File: src/rtl/id_ex_stage.sv
// ID/EX pipeline register: captures decode, forwards EX/MEM and MEM/WB results into the ALU
// operands, and raises load_use with a bubble. Optional forwarding is enabled by ID_EX_FORWARD_EN.
module id_ex_stage #(
    parameter int         XLEN       = 32,
    parameter int         RA_W       = 5,
    parameter logic [3:0] BUBBLE_SEL = 4'b0000
) (
    input  logic            clk,
    input  logic            rst,
    input  logic            d_valid,
    input  logic [XLEN-1:0] d_pc,
    input  logic [XLEN-1:0] d_rs1_data,
    input  logic [XLEN-1:0] d_rs2_data,
    input  logic [XLEN-1:0] d_imm,
    input  logic [RA_W-1:0] d_rs1,
    input  logic [RA_W-1:0] d_rs2,
    input  logic [RA_W-1:0] d_rd,
    input  logic [3:0]      d_alu_sel,
    input  logic            d_sign,
    input  logic            d_shift,
    input  logic            d_use_pc,
    input  logic            d_use_imm,
    input  logic            d_reg_write,
    input  logic            d_mem_read,
    input  logic            d_mem_write,
    input  logic            stall,
    input  logic            flush,
    input  logic [RA_W-1:0] m_rd,
    input  logic            m_reg_write,
    input  logic [XLEN-1:0] m_result,
    input  logic [RA_W-1:0] w_rd,
    input  logic            w_reg_write,
    input  logic [XLEN-1:0] w_result,
    output logic [XLEN-1:0] alu_i_1,
    output logic [XLEN-1:0] alu_i_2,
    output logic [3:0]      alu_sel,
    output logic            alu_sign,
    output logic            alu_shift,
    output logic            e_valid,
    output logic [XLEN-1:0] e_pc,
    output logic [RA_W-1:0] e_rd,
    output logic            e_reg_write,
    output logic            e_mem_read,
    output logic            e_mem_write,
    output logic [XLEN-1:0] e_store_data,
    output logic            load_use
);

    typedef struct packed {
        logic            valid;
        logic [XLEN-1:0] pc;
        logic [XLEN-1:0] rs1_data;
        logic [XLEN-1:0] rs2_data;
        logic [XLEN-1:0] imm;
        logic [RA_W-1:0] rs1;
        logic [RA_W-1:0] rs2;
        logic [RA_W-1:0] rd;
        logic [3:0]      alu_sel;
        logic            sign;
        logic            shift;
        logic            use_pc;
        logic            use_imm;
        logic            reg_write;
        logic            mem_read;
        logic            mem_write;
    } ex_t;

    ex_t ex_q;
    ex_t ex_d;
    ex_t bubble;
    ex_t capture;

    logic [XLEN-1:0] fwd_rs1;
    logic [XLEN-1:0] fwd_rs2;
    logic            e_rd_hit;

    always_comb begin
        bubble         = '0;
        bubble.alu_sel = BUBBLE_SEL;
    end

    always_comb begin
        capture.valid     = d_valid;
        capture.pc        = d_pc;
        capture.rs1_data  = d_rs1_data;
        capture.rs2_data  = d_rs2_data;
        capture.imm       = d_imm;
        capture.rs1       = d_rs1;
        capture.rs2       = d_rs2;
        capture.rd        = d_rd;
        capture.alu_sel   = d_alu_sel;
        capture.sign      = d_sign;
        capture.shift     = d_shift;
        capture.use_pc    = d_use_pc;
        capture.use_imm   = d_use_imm;
        capture.reg_write = d_reg_write;
        capture.mem_read  = d_mem_read;
        capture.mem_write = d_mem_write;
    end

    // flush beats stall; a held slot keeps load_use asserted until stall drops
    always_comb begin
        ex_d = ex_q;
        if (flush) begin
            ex_d = bubble;
        end else if (stall) begin
            ex_d = ex_q;
        end else if (load_use) begin
            ex_d = bubble;
        end else begin
            ex_d = capture;
        end
    end

    always_ff @(posedge clk) begin
        if (rst) begin
            ex_q <= bubble;
        end else begin
            ex_q <= ex_d;
        end
    end

    // Operand source 0 is rs1, source 1 is rs2.
    generate
        for (genvar gi = 0; gi < 2; gi++) begin : g_fwd
            logic [XLEN-1:0] rf_val;
            logic [XLEN-1:0] fwd_val;

            assign rf_val = (gi == 0) ? ex_q.rs1_data : ex_q.rs2_data;
`ifdef ID_EX_FORWARD_EN
            logic [RA_W-1:0] src;

            assign src = (gi == 0) ? ex_q.rs1 : ex_q.rs2;

            // x0 never forwards; the younger EX/MEM result wins over MEM/WB
            always_comb begin
                fwd_val = rf_val;
                if (src != '0) begin
                    if (m_reg_write && (m_rd == src)) begin
                        fwd_val = m_result;
                    end else if (w_reg_write && (w_rd == src)) begin
                        fwd_val = w_result;
                    end
                end
            end
`else
            assign fwd_val = rf_val;
`endif
        end
    endgenerate

    assign fwd_rs1 = g_fwd[0].fwd_val;
    assign fwd_rs2 = g_fwd[1].fwd_val;

    assign e_rd_hit = (ex_q.rd != '0) && ((ex_q.rd == d_rs1) || (ex_q.rd == d_rs2));

`ifdef ID_EX_FORWARD_EN
    assign load_use = d_valid && ex_q.valid && ex_q.mem_read && e_rd_hit;
`else
    logic m_rd_hit;
    logic unused_nofwd;

    assign m_rd_hit = (m_rd != '0) && ((m_rd == d_rs1) || (m_rd == d_rs2));

    // Without bypasses any in-flight writer of a source register must drain;
    // MEM/WB is covered by register-file write-through.
    assign load_use = d_valid &&
                      ((ex_q.valid && ex_q.reg_write && e_rd_hit) ||
                       (m_reg_write && m_rd_hit));

    assign unused_nofwd = ^{ex_q.rs1, ex_q.rs2, m_result, w_rd, w_reg_write, w_result};
`endif

    assign alu_i_1      = ex_q.use_pc  ? ex_q.pc  : fwd_rs1;
    assign alu_i_2      = ex_q.use_imm ? ex_q.imm : fwd_rs2;
    assign e_store_data = fwd_rs2;
    assign alu_sel      = ex_q.alu_sel;
    assign alu_sign     = ex_q.sign;
    assign alu_shift    = ex_q.shift;
    assign e_valid      = ex_q.valid;
    assign e_pc         = ex_q.pc;
    assign e_rd         = ex_q.rd;
    assign e_reg_write  = ex_q.valid & ex_q.reg_write;
    assign e_mem_read   = ex_q.valid & ex_q.mem_read;
    assign e_mem_write  = ex_q.valid & ex_q.mem_write;

endmodule
File: config.mk
export PLATFORM = sky130hd
export DESIGN_NAME = id_ex_stage
export DESIGN_NICKNAME = d
export VERILOG_FILES = /design/src/rtl/id_ex_stage.sv
export SDC_FILE = /design/constraint.sdc
export NUM_CORES = 1
export LEC_CHECK = 0
export BUFFER_PORTS_ARGS = -buffer_cell sky130_fd_sc_hd__clkbuf_2
export CELL_PAD_IN_SITES_DETAIL_PLACEMENT = 0
export CELL_PAD_IN_SITES_GLOBAL_PLACEMENT = 1
export CORE_ASPECT_RATIO = 0.5
export CORE_MARGIN = 2
export CORE_UTILIZATION = 33
export DETAILED_ROUTE_END_ITERATION = 8
export MAX_ROUTING_LAYER = met4
export PLACE_DENSITY = 0.91
export RECOVER_POWER = 50
export REMOVE_ABC_BUFFERS = 1
export SLEW_MARGIN = 10
export SYNTH_ARGS = -nofsm -noshare
export SYNTH_HDL_FRONTEND = slang
export SYNTH_SLANG_ARGS = --single-unit
File: constraint.sdc
create_clock -name clk -period 5.4 [get_ports clk]
set_input_delay 1.62 -clock clk [delete_from_list [all_inputs] [get_ports clk]]
set_output_delay 1.62 -clock clk [all_outputs]
set_load 0.05 [all_outputs]
* Word level (Yosys, flattened, before mapping) *
Index checks and enable logic that the tools add are counted.

operators by class
  eq/ne operators = 4
  muxes and demuxes = 3
  bitwise gates (word level) = 3
  reduce and logical (&&, ||, !) cells = 12

operators by type and width
  kind                 count
  $mux W155            1
  $mux W32             2
  $eq A5 B5 Y1         4
  $reduce_bool A5 Y1   2
  $logic_and A1 B1 Y1  6
  $and A1 B1 Y1        3
  $logic_or A1 B1 Y1   3
  $reduce_or A2 Y1     1

word-level totals
  register bits after elaboration = 145
  bits of input ports = 235
  output and inout port bits = 144
  logic and storage cells = 36

* Longest topological paths before layout *
  depth in word-level cells = 7
  mapped depth = 7

* Worst setup path before layout *
OpenSTA, ideal clock, no wires.

  path kind = in2out
  start = input port d_rs2[4]
  end = output port load_use
  arrival = 2.853 ns
  setup slack = 0.927 ns
  stages on the path = 5
  path buffers = 0
  path through = xnor2_1 -> nand3_1 -> o22ai_1 -> a22oi_1 -> nor2_1

on the way
  longest elaborated chain between the ends = 6
  elaborated cells between the ends (all ways) = 10

ends and longest elaborated chain
  what                                    line      RTL
  start: declaration                      16        input logic [RA_W-1:0] d_rs2,
  $eq A5 B5 Y1 (on tied branches)         155, 163
  $logic_or A1 B1 Y1 (on tied branches)   155, 163
  $logic_and A1 B1 Y1 (on tied branches)  155, 163
  $logic_and A1 B1 Y1 (on tied branches)  168, 169
  $logic_or A1 B1 Y1 (*)                  168       ((ex_q.valid && ex_q.reg_write && e_rd_hit) ||
  $logic_and A1 B1 Y1 (*)                 167       assign load_use = d_valid &&
  end: declaration                        46        output logic load_use

Every way passes the cells marked *; elsewhere a longest branch is shown, timed or not.

* Worst setup path after layout *
  start = input port flush
  end = register ex_q, in the netlist e_pc[4]

on the way
  longest elaborated chain between the ends = 1

ends and longest elaborated chain
  what                        line  RTL
  start: declaration          27    input logic flush,
  $reduce_or A2 Y1 (no line)  n/a
  end signal: assignment      117   ex_q <= bubble;
  end: declaration            68    ex_t ex_q;

No other way between the ends.
A chain may end at the register's enable or synchronous reset.

==> impl_metrics.yaml <==
critical_path:
  crit_chain: "clkbuf_1 > nor3b_1 > clkbuf_2 > a22o_1"
  cp_num_buf_inv: 2
  startpoint_type: "input pin"
  worstPathRequired_ns: 5.74
  critPathMaxStageDelay_ns: 2.22
  cp_max_fo: 137
  cp_slowest_cell: "clkbuf_2"
  worstSetupPathType: "in2reg"
  critical_path.top_delay_family: "buffers and inverters"
  arrival_ns: 5.28
  rrSetupSlack_ns: 2.84
  end_kind: "flip-flop"
layout:
  area_growth_pct: 26.4
  nets: 969
  fin_area_um2: 7530
  layout-drive-gt1-share_pct: 36.4
  insertedDiodeCount: 0
  fillers: 1766
  multiInputGateArea_um2: 2330
  final-seq-area_um2: 2900
pwr:
  seq_power_share_pct: 43.2
  swShare_pct: 28.5
  pwr_density_cell_nw_per_um2: 348
  power_frac_clock_pct: 43.8
  ir_worst_vdd_mv: 0.211
  p_switching_mw: 0.746
  p_int_mw: 1.87
  power_leakage_nw: 3.28
  combinationalPowerShare_pct: 13.0
clocking:
  htree_num_levels: 4
  tritoncts: "built"
  insertion_delay_ns: 0.41
  cts_resized: 0
  cts.path.max_buffers: 2
  cts_root_buf: "clkbuf_16"
  holdBufCountCts: 0
  clk_pin_slew_ns: 0.06
  numClockSinks: 145
  cts_buffers: 17
  postCtsSetupRepairBufs: 0
sta:
  hold_viol: 0
  skew_ns: 0.0109
  maxSlewViolCount: 206
  tightest_slew_ns: 2.93
  grt_setup_unrepaired: "no"
  fmax_ghz: 0.202
  slew_headroom_pct: -95.5
  setup-violations-final: 0
  fin_crit_sh_pct: 91.5
  final.setup.tns_ns: 0
  min_period_ns: 4.94
route:
  dr.first_iter.drc_count: 256
  first_pass_iters: 4
  viasPerCell: 4.88
  wl_mm: 17.5
  post_drt_wl_per_cell_um: 17.8
  ant_nets: 0
  drc: 0
  vias: 4783
synth:
  synth.area.top_cells: "dfxtp_1 (49%), a22o_1 (21%), mux2_2 (12%)"
  yosysWarnings: 0
  yosysUniqueCellTypes: 22
  synthCells: 513
  netlist.area_leader.share_pct: 48.7
  synth_area_leader_cell: "dfxtp_1"
  ys_seq_area_share_pct: 48.7
  synth.cell_area_um2: 5960
  ys_ff_latch: 145
  syn_area_per_cell_um2: 11.6
floorplanning:
  core-area_um2: 17500
  die_w_um: 194
  die_y_um: 99.0
  start_util_pct: 34.0
  rows: 34
  pin_count: 379
  die_area_um2: 19200
grt:
  grtUsageTotal_pct: 17.9
  grt_pass1_wl_mm: 26.5
  grt_pass1_vias: 4764
  grt_max_degree: 138
  antenna_found_initial: 0
  grt_overflow_total: 0
min_path:
  hold_path.class: "reg2reg"
outcome:
  status: "finished with violations"
  violations: "max-capacitance violations, max-slew violations"
run:
  drv_cap: 3
placed_design:
  port_buffers: 308
  postPlaceCellArea_um2: 7160
  gp_congestion: 0.875
  hpwl_mm: 12.5
cell usage in the layout, fill, tap and decap left out, types with 3 or more instances in the layout:
| master | instances |
|---|---|
| clkbuf_2 | 173 |
| dfxtp_1 | 145 |
| a22o_1 | 144 |
| clkbuf_1 | 139 |
| mux2_2 | 64 |
| xnor2_1 | 20 |
| clkbuf_16 | 17 |
| and2_1 | 4 |
| nand3_1 | 4 |
| nand2_1 | 4 |
| inv_6 | 4 |
| clkinv_4 | 4 |
| clkinvlp_4 | 3 |
logic make-up (layout without fill, tap and decap cells):
family          Yosys count  count (layout)  synth area share (%)
simple gates             19              19                  1.70
buf+inv                 114             348                  12.4
compound gates          151             151                  22.1
mux                      64              64                  12.1
xor+xnor                 20              20                  2.94
flops                   145             145                  48.7
synth_stat cells:
master	instances
a32o_1	1
buf_2	8
or3_1	1
nand3_1	4
nor3b_1	1
inv_1	2
buf_4	80
o22ai_1	2
dfxtp_1	145
mux2_2	64
clkbuf_1	24
a221oi_2	1
o21ai_0	1
nor3_1	1
o21a_1	1
a22oi_1	1
nor2_1	2
or4_1	2
xnor2_1	20
and2_1	4
a22o_1	144
nand2_1	4
layout make-up:
class / count / area share, %
tap: 234 / 3.89
sequential: 145 / 38.5
inverter: 2 / 0.0997
clock buffer: 19 / 5.88
timing repair buffer: 314 / 19.0
multi-input combinational: 254 / 30.9
clock inverter: 13 / 1.69
worst register-to-register path, cell delays in order (launching register included):
cell and delay [ns]:
dfxtp_1 0.36, or4_1 0.53, o21a_1 0.19, and2_1 0.19, a221oi_4 0.63, buf_12 0.36
a22o_1 0.23
path summary, 6_finish.rpt:
path / startpoint / cells after the start / to
min: ex_q[0]$_SDFFE_PP0N_ / 1 / ex_q[0]$_SDFFE_PP0N_
max reg2reg: e_rd[0]$_SDFFE_PP0N_ / 6 / e_pc[4]$_SDFFE_PP0N_
min reg2reg: ex_q[0]$_SDFFE_PP0N_ / 1 / ex_q[0]$_SDFFE_PP0N_
max: flush / 4 / e_pc[4]$_SDFFE_PP0N_
power groups by stage:
stage,Clock [mW],Sequential (mW),Combinational [mW]
2_1_floorplan,0,1.22,0.159
3_3_place_gp,0,1.15,0.345
3_5_place_dp,0,1.16,0.350
4_1_cts,1.18,1.13,0.351
5_1_grt,1.23,1.14,0.358
6_report,1.15,1.13,0.340
per-stage QoR:
| stage | utilization, % | instances | hold slack (ns) | worst slack (ns) | total power [mW] |
|---|---|---|---|---|---|
| 6_report | 43.0 | 981 | 0.471 | 0.457 | 2.62 |
| 4_1_cts | 44.1 | 981 | 0.473 | 0.607 | 2.66 |
| 3_5_place_dp | 40.8 | 949 | 0.458 | 0.612 | 1.50 |
| 3_3_place_gp | 40.8 | 949 | 0.455 | 0.626 | 1.50 |
| 5_1_grt | 43.0 | 981 | 0.489 | 0.278 | 2.73 |
| 2_1_floorplan | - | 401 | 0.441 | -4.94 | 1.38 |
layer usage:
metal	wire length [µm]	track usage, %
met5	0	-
met4	341	6.35
met3	484	3.32
met2	8820	29.5
met1	7840	22.3
flip-flops by register name, summed over array words and instances (netlist names):
signal        flops
e_store_data     32
alu_shift         1
fwd_rs1          32
e_valid           1
alu_sign          1
e_pc             32
e_rd              5
alu_sel           4
ex_q             37
Note: power is estimated with default switching activity, not from simulation.
